[config.mk]
export PLATFORM = sky130hd
export DESIGN_NAME = mem_seq_ctrl
export DESIGN_NICKNAME = d
export VERILOG_FILES = /design/src/rtl/mem_seq_ctrl.sv
export SDC_FILE = /design/constraint.sdc
export NUM_CORES = 1
export LEC_CHECK = 0
export ABC_AREA = 1
export CORE_ASPECT_RATIO = 1.75
export CORE_MARGIN = 2
export CORE_UTILIZATION = 44
export DETAILED_ROUTE_END_ITERATION = 8
export GPL_TIMING_DRIVEN = 0
export PLACE_DENSITY = 0.88
export SETUP_SLACK_MARGIN = 0.5
export SLEW_MARGIN = 20
export SYNTH_ARGS = -nofsm -noshare
export SYNTH_HDL_FRONTEND = slang
export SYNTH_SLANG_ARGS = --single-unit
[constraint.sdc]
create_clock -name Clk -period 1.8 [get_ports Clk]
set_clock_uncertainty 0.2 [all_clocks]
set_input_delay 0.36 -clock Clk [delete_from_list [all_inputs] [get_ports Clk]]
set_output_delay 0.36 -clock Clk [all_outputs]
set_load 0.01 [all_outputs]
[src/rtl/mem_seq_ctrl.sv]
// rtl/mem_seq_ctrl.sv - operand load/replay sequencer for the dual-bank Booth multiplier memory
module mem_seq_ctrl #(
  parameter int DATA_WIDTH = 9,
  parameter int ADDR_WIDTH = 4
) (
  input  logic                  Clk,
  input  logic                  Rst_N,
  input  logic                  Load_Valid,
  input  logic [DATA_WIDTH-1:0] Load_A,
  input  logic [DATA_WIDTH-1:0] Load_B,
  output logic                  Load_Ready,
  input  logic                  Clr,
  input  logic                  Start,
  output logic [ADDR_WIDTH-1:0] Mem_Addr,
  output logic [DATA_WIDTH-1:0] Mem_Data_In,
  output logic                  Mem_W_En,
  output logic                  Mem_M_Sel,
  input  logic [DATA_WIDTH-1:0] Mem_A_In,
  input  logic [DATA_WIDTH-1:0] Mem_B_In,
  output logic [DATA_WIDTH-1:0] Mul_A,
  output logic [DATA_WIDTH-1:0] Mul_B,
  output logic                  Mul_Start,
  input  logic                  Mul_Done,
  output logic                  Busy,
  output logic                  Done,
  output logic [ADDR_WIDTH:0]   Count
);

  typedef enum logic [2:0] {
    S_IDLE,
    S_WR1,
    S_WR2,
    S_RD,
    S_ISSUE,
    S_WAIT,
    S_FIN
  } state_e;

  localparam logic [ADDR_WIDTH:0] PTR_ZERO = '0;
  localparam logic [ADDR_WIDTH:0] PTR_ONE  = {{ADDR_WIDTH{1'b0}}, 1'b1};

  state_e                  state_q, state_d;
  logic [ADDR_WIDTH:0]     wptr_q, wptr_d;
  logic [ADDR_WIDTH:0]     rptr_q, rptr_d;
  logic [DATA_WIDTH-1:0]   a_q, a_d;
  logic [DATA_WIDTH-1:0]   b_q, b_d;
  logic [DATA_WIDTH-1:0]   mul_a_q, mul_a_d;
  logic [DATA_WIDTH-1:0]   mul_b_q, mul_b_d;
  logic [ADDR_WIDTH:0]     rptr_inc;
  logic                    not_full;

  // wptr's top bit set means every address holds a pair; no further loads
  assign not_full = ~wptr_q[ADDR_WIDTH];
  assign rptr_inc = rptr_q + PTR_ONE;

  // state and datapath registers; every output flag derives from state so reset clears them at once
  always_ff @(posedge Clk or negedge Rst_N) begin
    if (!Rst_N) begin
      state_q <= S_IDLE;
      wptr_q  <= '0;
      rptr_q  <= '0;
      a_q     <= '0;
      b_q     <= '0;
      mul_a_q <= '0;
      mul_b_q <= '0;
    end else begin
      state_q <= state_d;
      wptr_q  <= wptr_d;
      rptr_q  <= rptr_d;
      a_q     <= a_d;
      b_q     <= b_d;
      mul_a_q <= mul_a_d;
      mul_b_q <= mul_b_d;
    end
  end

  // next-state and register updates; IDLE arbitrates Start over Clr over load
  always_comb begin
    state_d = state_q;
    wptr_d  = wptr_q;
    rptr_d  = rptr_q;
    a_d     = a_q;
    b_d     = b_q;
    mul_a_d = mul_a_q;
    mul_b_d = mul_b_q;
    case (state_q)
      S_IDLE: begin
        if (Start) begin
          rptr_d  = '0;
          state_d = (wptr_q == PTR_ZERO) ? S_FIN : S_RD;
        end else if (Clr) begin
          wptr_d = '0;
        end else if (Load_Valid && not_full) begin
          a_d     = Load_A;
          b_d     = Load_B;
          state_d = S_WR1;
        end
      end
      S_WR1: state_d = S_WR2;
      S_WR2: begin
        wptr_d  = wptr_q + PTR_ONE;
        state_d = S_IDLE;
      end
      S_RD: begin
        mul_a_d = Mem_A_In;
        mul_b_d = Mem_B_In;
        state_d = S_ISSUE;
      end
      S_ISSUE: state_d = S_WAIT;
      S_WAIT: begin
        if (Mul_Done) begin
          rptr_d  = rptr_inc;
          state_d = (rptr_inc == wptr_q) ? S_FIN : S_RD;
        end
      end
      S_FIN:   state_d = S_IDLE;
      default: state_d = S_IDLE;
    endcase
  end

  // memory port decode: writes in WR1/WR2, read address in RD, quiet elsewhere
  always_comb begin
    Mem_Addr    = '0;
    Mem_Data_In = '0;
    Mem_W_En    = 1'b0;
    Mem_M_Sel   = 1'b0;
    case (state_q)
      S_WR1: begin
        Mem_Addr    = wptr_q[ADDR_WIDTH-1:0];
        Mem_Data_In = a_q;
        Mem_W_En    = 1'b1;
      end
      S_WR2: begin
        Mem_Addr    = wptr_q[ADDR_WIDTH-1:0];
        Mem_Data_In = b_q;
        Mem_W_En    = 1'b1;
        Mem_M_Sel   = 1'b1;
      end
      S_RD: begin
        Mem_Addr = rptr_q[ADDR_WIDTH-1:0];
      end
      default: begin
        Mem_Addr = '0;
      end
    endcase
  end

  assign Load_Ready = (state_q == S_IDLE) && not_full;
  assign Mul_Start  = (state_q == S_ISSUE);
  assign Done       = (state_q == S_FIN);
  assign Busy       = (state_q != S_IDLE);
  assign Count      = wptr_q;
  assign Mul_A      = mul_a_q;
  assign Mul_B      = mul_b_q;

endmodule

==> metrics <==
outcome=finished with violations; failing checks=design-rule violations, negative hold slack, negative setup slack; Clk pwr share=10.0%; switching part of the total=40.6%; post-route core utilization=82.0%; Startpoint Class=flop; Int Pwr=4.09 mW; Max Cap Violations=0; largest net degree at the start of global routing=26; remaining global-route overflow=0; Final GP Congestion=approximately 0.79; DIE HEIGHT=99.8 um; drt pass-1 iters=7; top-area cell type share of the netlist area=between 50% and 60%; Min-Delay Path Class=primary input to asynchronous set/reset pin; maximum fanout along the worst path=4; post-synth cell types=26; Synth area leader=dfrtp_1; R2R Setup Slk=-0.08 ns; crit share post-route=117%; power share of the combinational group=between 60% and 70%; core area=5020 um2; Final Hold Slack=-0.163 ns; critical path type=flop to output pin; syn avg cell area=between 9 and 10 um2; CTS Root Cell=clkbuf_8; Starting Density=approximately 46%; clk sinks=49; layout cells sized above 1=a little under half; Synth Register Bits=49; Mapped Nets=294; P&R area growth vs syn=78.5%; CTS Buffer Depth=2; Post-Layout Cell Count=456; antenna cells=0; gr usage total=28.5%; I/O pins=84; worst skew pair latency=between 0.3 and 0.4 ns; Total Wirelength=slightly below 9000 um; max-slew violations=0; max_slew headroom=between 50% and 60%; post-route ant nets=0; GR met2 Demand/Resource=51.7%; static leakage=1.97 nW; fillers=268; Slew @ Worst Pin=between 0.6 and 0.7 ns; area of the die=between 5000 and 6000 um2; register area=roughly 1200 um2; Synth area leaders=dfrtp_1 (53%), nand2_1 (8.1%), mux2_2 (7.8%); final hold vios=24; CTS Buf Count=5; met3 Use GR=5.46%; grt peak-use layer=met2; hpwl dp=4530 um; Worst-path clk slew=0.10 ns; fin crit period=roughly 2.1 ns; Wirelength per Cell=19.2 um; Synth Warn #=0; Synth Cell Area=2310 um2; Final #Nets=446; residual DRC count=4; Peak VDD IR=1.05 mV; sequential share of power=between 20 and 30%; area occupied by multi-input gates=about 1200 um2; critical path arrival=1.55 ns; initial DRC count=127; post-synthesis sequential area ratio=a little over half; reg2reg path depth=12; Avg Vias per Cell=5.62; routed vias=2,562; cell area after placement=3370 um2; antenna violations before repair=0; die width=58.7 um; vias in the first global route=2,669; setup_tns=-4.36 ns; GRT met1 Usage=between 20% and 30%; Cell Rows=34; worst path required time=1.24 ns; first-pass GRT wire length=12,600 um; Power per Cell Area=1670 nW/um2; Finished Cell Area=4120 um2; TritonCTS clock tree=done; htree depth=2; commonest non-fill, non-tap cell in the layout=buf_4; DP Cell Count=roughly 390; final setup fails=20; final worst slack=-0.308 ns; fmax=474 MHz; IO Port Bufs=83; RSZ-0062 raised after global routing=true; Psw=2.80 mW; Synth Instances=249; most frequent cells in the layout=buf_4 (47), dfrtp_1 (43), nand2_1 (43); critical path endpoint category=output pin
==> critical path, stage by stage, from the launching register on <==
cell,delay [ns]
dfrtp_2,0.46
nor3_4,0.23
inv_2,0.11
nand2_2,0.11
inv_4,0.06
o22ai_2,0.11
buf_2,0.16
==> cell usage after synthesis <==
library cell	count
nor3_2	1
inv_1	39
inv_2	1
a21oi_1	2
dfrtp_1	49
xor2_1	2
mux2_2	16
nand4_1	4
clkbuf_1	1
nor3_4	1
o22ai_1	20
o211ai_1	1
nor2_1	10
nand3_1	14
buf_2	3
buf_4	2
a21boi_0	1
ha_1	3
nand2_1	50
nor3_1	1
mux2_1	2
xnor2_1	1
o21ai_0	10
nand2_2	1
nor2_2	1
o21ai_1	13
==> final timing paths <==
| path | start | to |
|---|---|---|
| setup / recovery | state_q[0] | Mem_Addr[0] |
| hold / removal | Rst_N | Mul_A[3] |
| setup reg to reg | rptr_q[0] | state_q[0] |
| hold reg to reg | Mul_A[2] | Mul_A[2] |
| max in group asynchronous | Rst_N | state_q[2] |
| min in group Clk | Mul_A[2] | Mul_A[2] |
==> cell type report <==
| type | count | area share [%] |
|---|---|---|
| Timing Repair Buffer | 145 | 31.3 |
| Sequential cell | 49 | 30.0 |
| Multi-Input combinational cell | 154 | 28.5 |
| Inverter | 40 | 3.89 |
| Buffer | 6 | 2.46 |
| Clock buffer | 5 | 1.67 |
| Tap cell | 54 | 1.64 |
| Clock inverter | 3 | 0.517 |
==> routing by layer <==
| layer | share of wire [%] | wire (um) |
|---|---|---|
| met2 | 57 | 4960 |
| met4 | 5.9 | 515 |
| met5 | 0 | 0 |
| met3 | 5.4 | 475 |
| met1 | 32 | 2820 |
==> flip-flops by register name (all words and copies together) (netlist names) <==
register and cells:
Count 5, Mul_B 9, Mul_A 9, rptr_q 5, a_q 9, state_q 3
b_q 9
==> per-stage QoR <==
step	worst slack [ns]	power, mW	hold slack, ns
after global placement	-1.35	4.80	0.274
after CTS	-0.252	6.13	-0.153
after global routing	-0.367	7.21	-0.132
after detailed placement	-0.625	4.90	0.192
final	-0.308	6.89	-0.163
after floorplan	0.0905	3.54	-0.136
==> power groups by stage <==
stage	logic [mW]	registers, mW	clock network [mW]
after floorplan	1.55	1.99	0
after global placement	2.91	1.89	0
after detailed placement	2.97	1.93	0
after CTS	3.59	1.86	0.680
after global routing	4.54	1.95	0.721
final	4.29	1.91	0.689
==> kinds of logic (layout without fill, tap and decap cells) <==
logic type | count (synthesis) | after routing | share of synthesized area (%)
flops | 49 | 49 | 53.2
xor+xnor | 3 | 3 | 1.14
fa+ha+maj | 3 | 3 | 1.63
simple gates | 83 | 83 | 15.8
compound gates | 47 | 47 | 11.5
buf+inv | 46 | 199 | 7.98
mux | 18 | 18 | 8.79
==> what timing repair did <==
action                     4_1_cts  5_1_grt
setup endpoints to repair       91       91
setup buffers                   39       18
pin swaps                        8        8
gates resized for setup        222       30
gates cloned                     4        0
hold endpoints to repair        24       24
(Power assumes the default switching activity.)
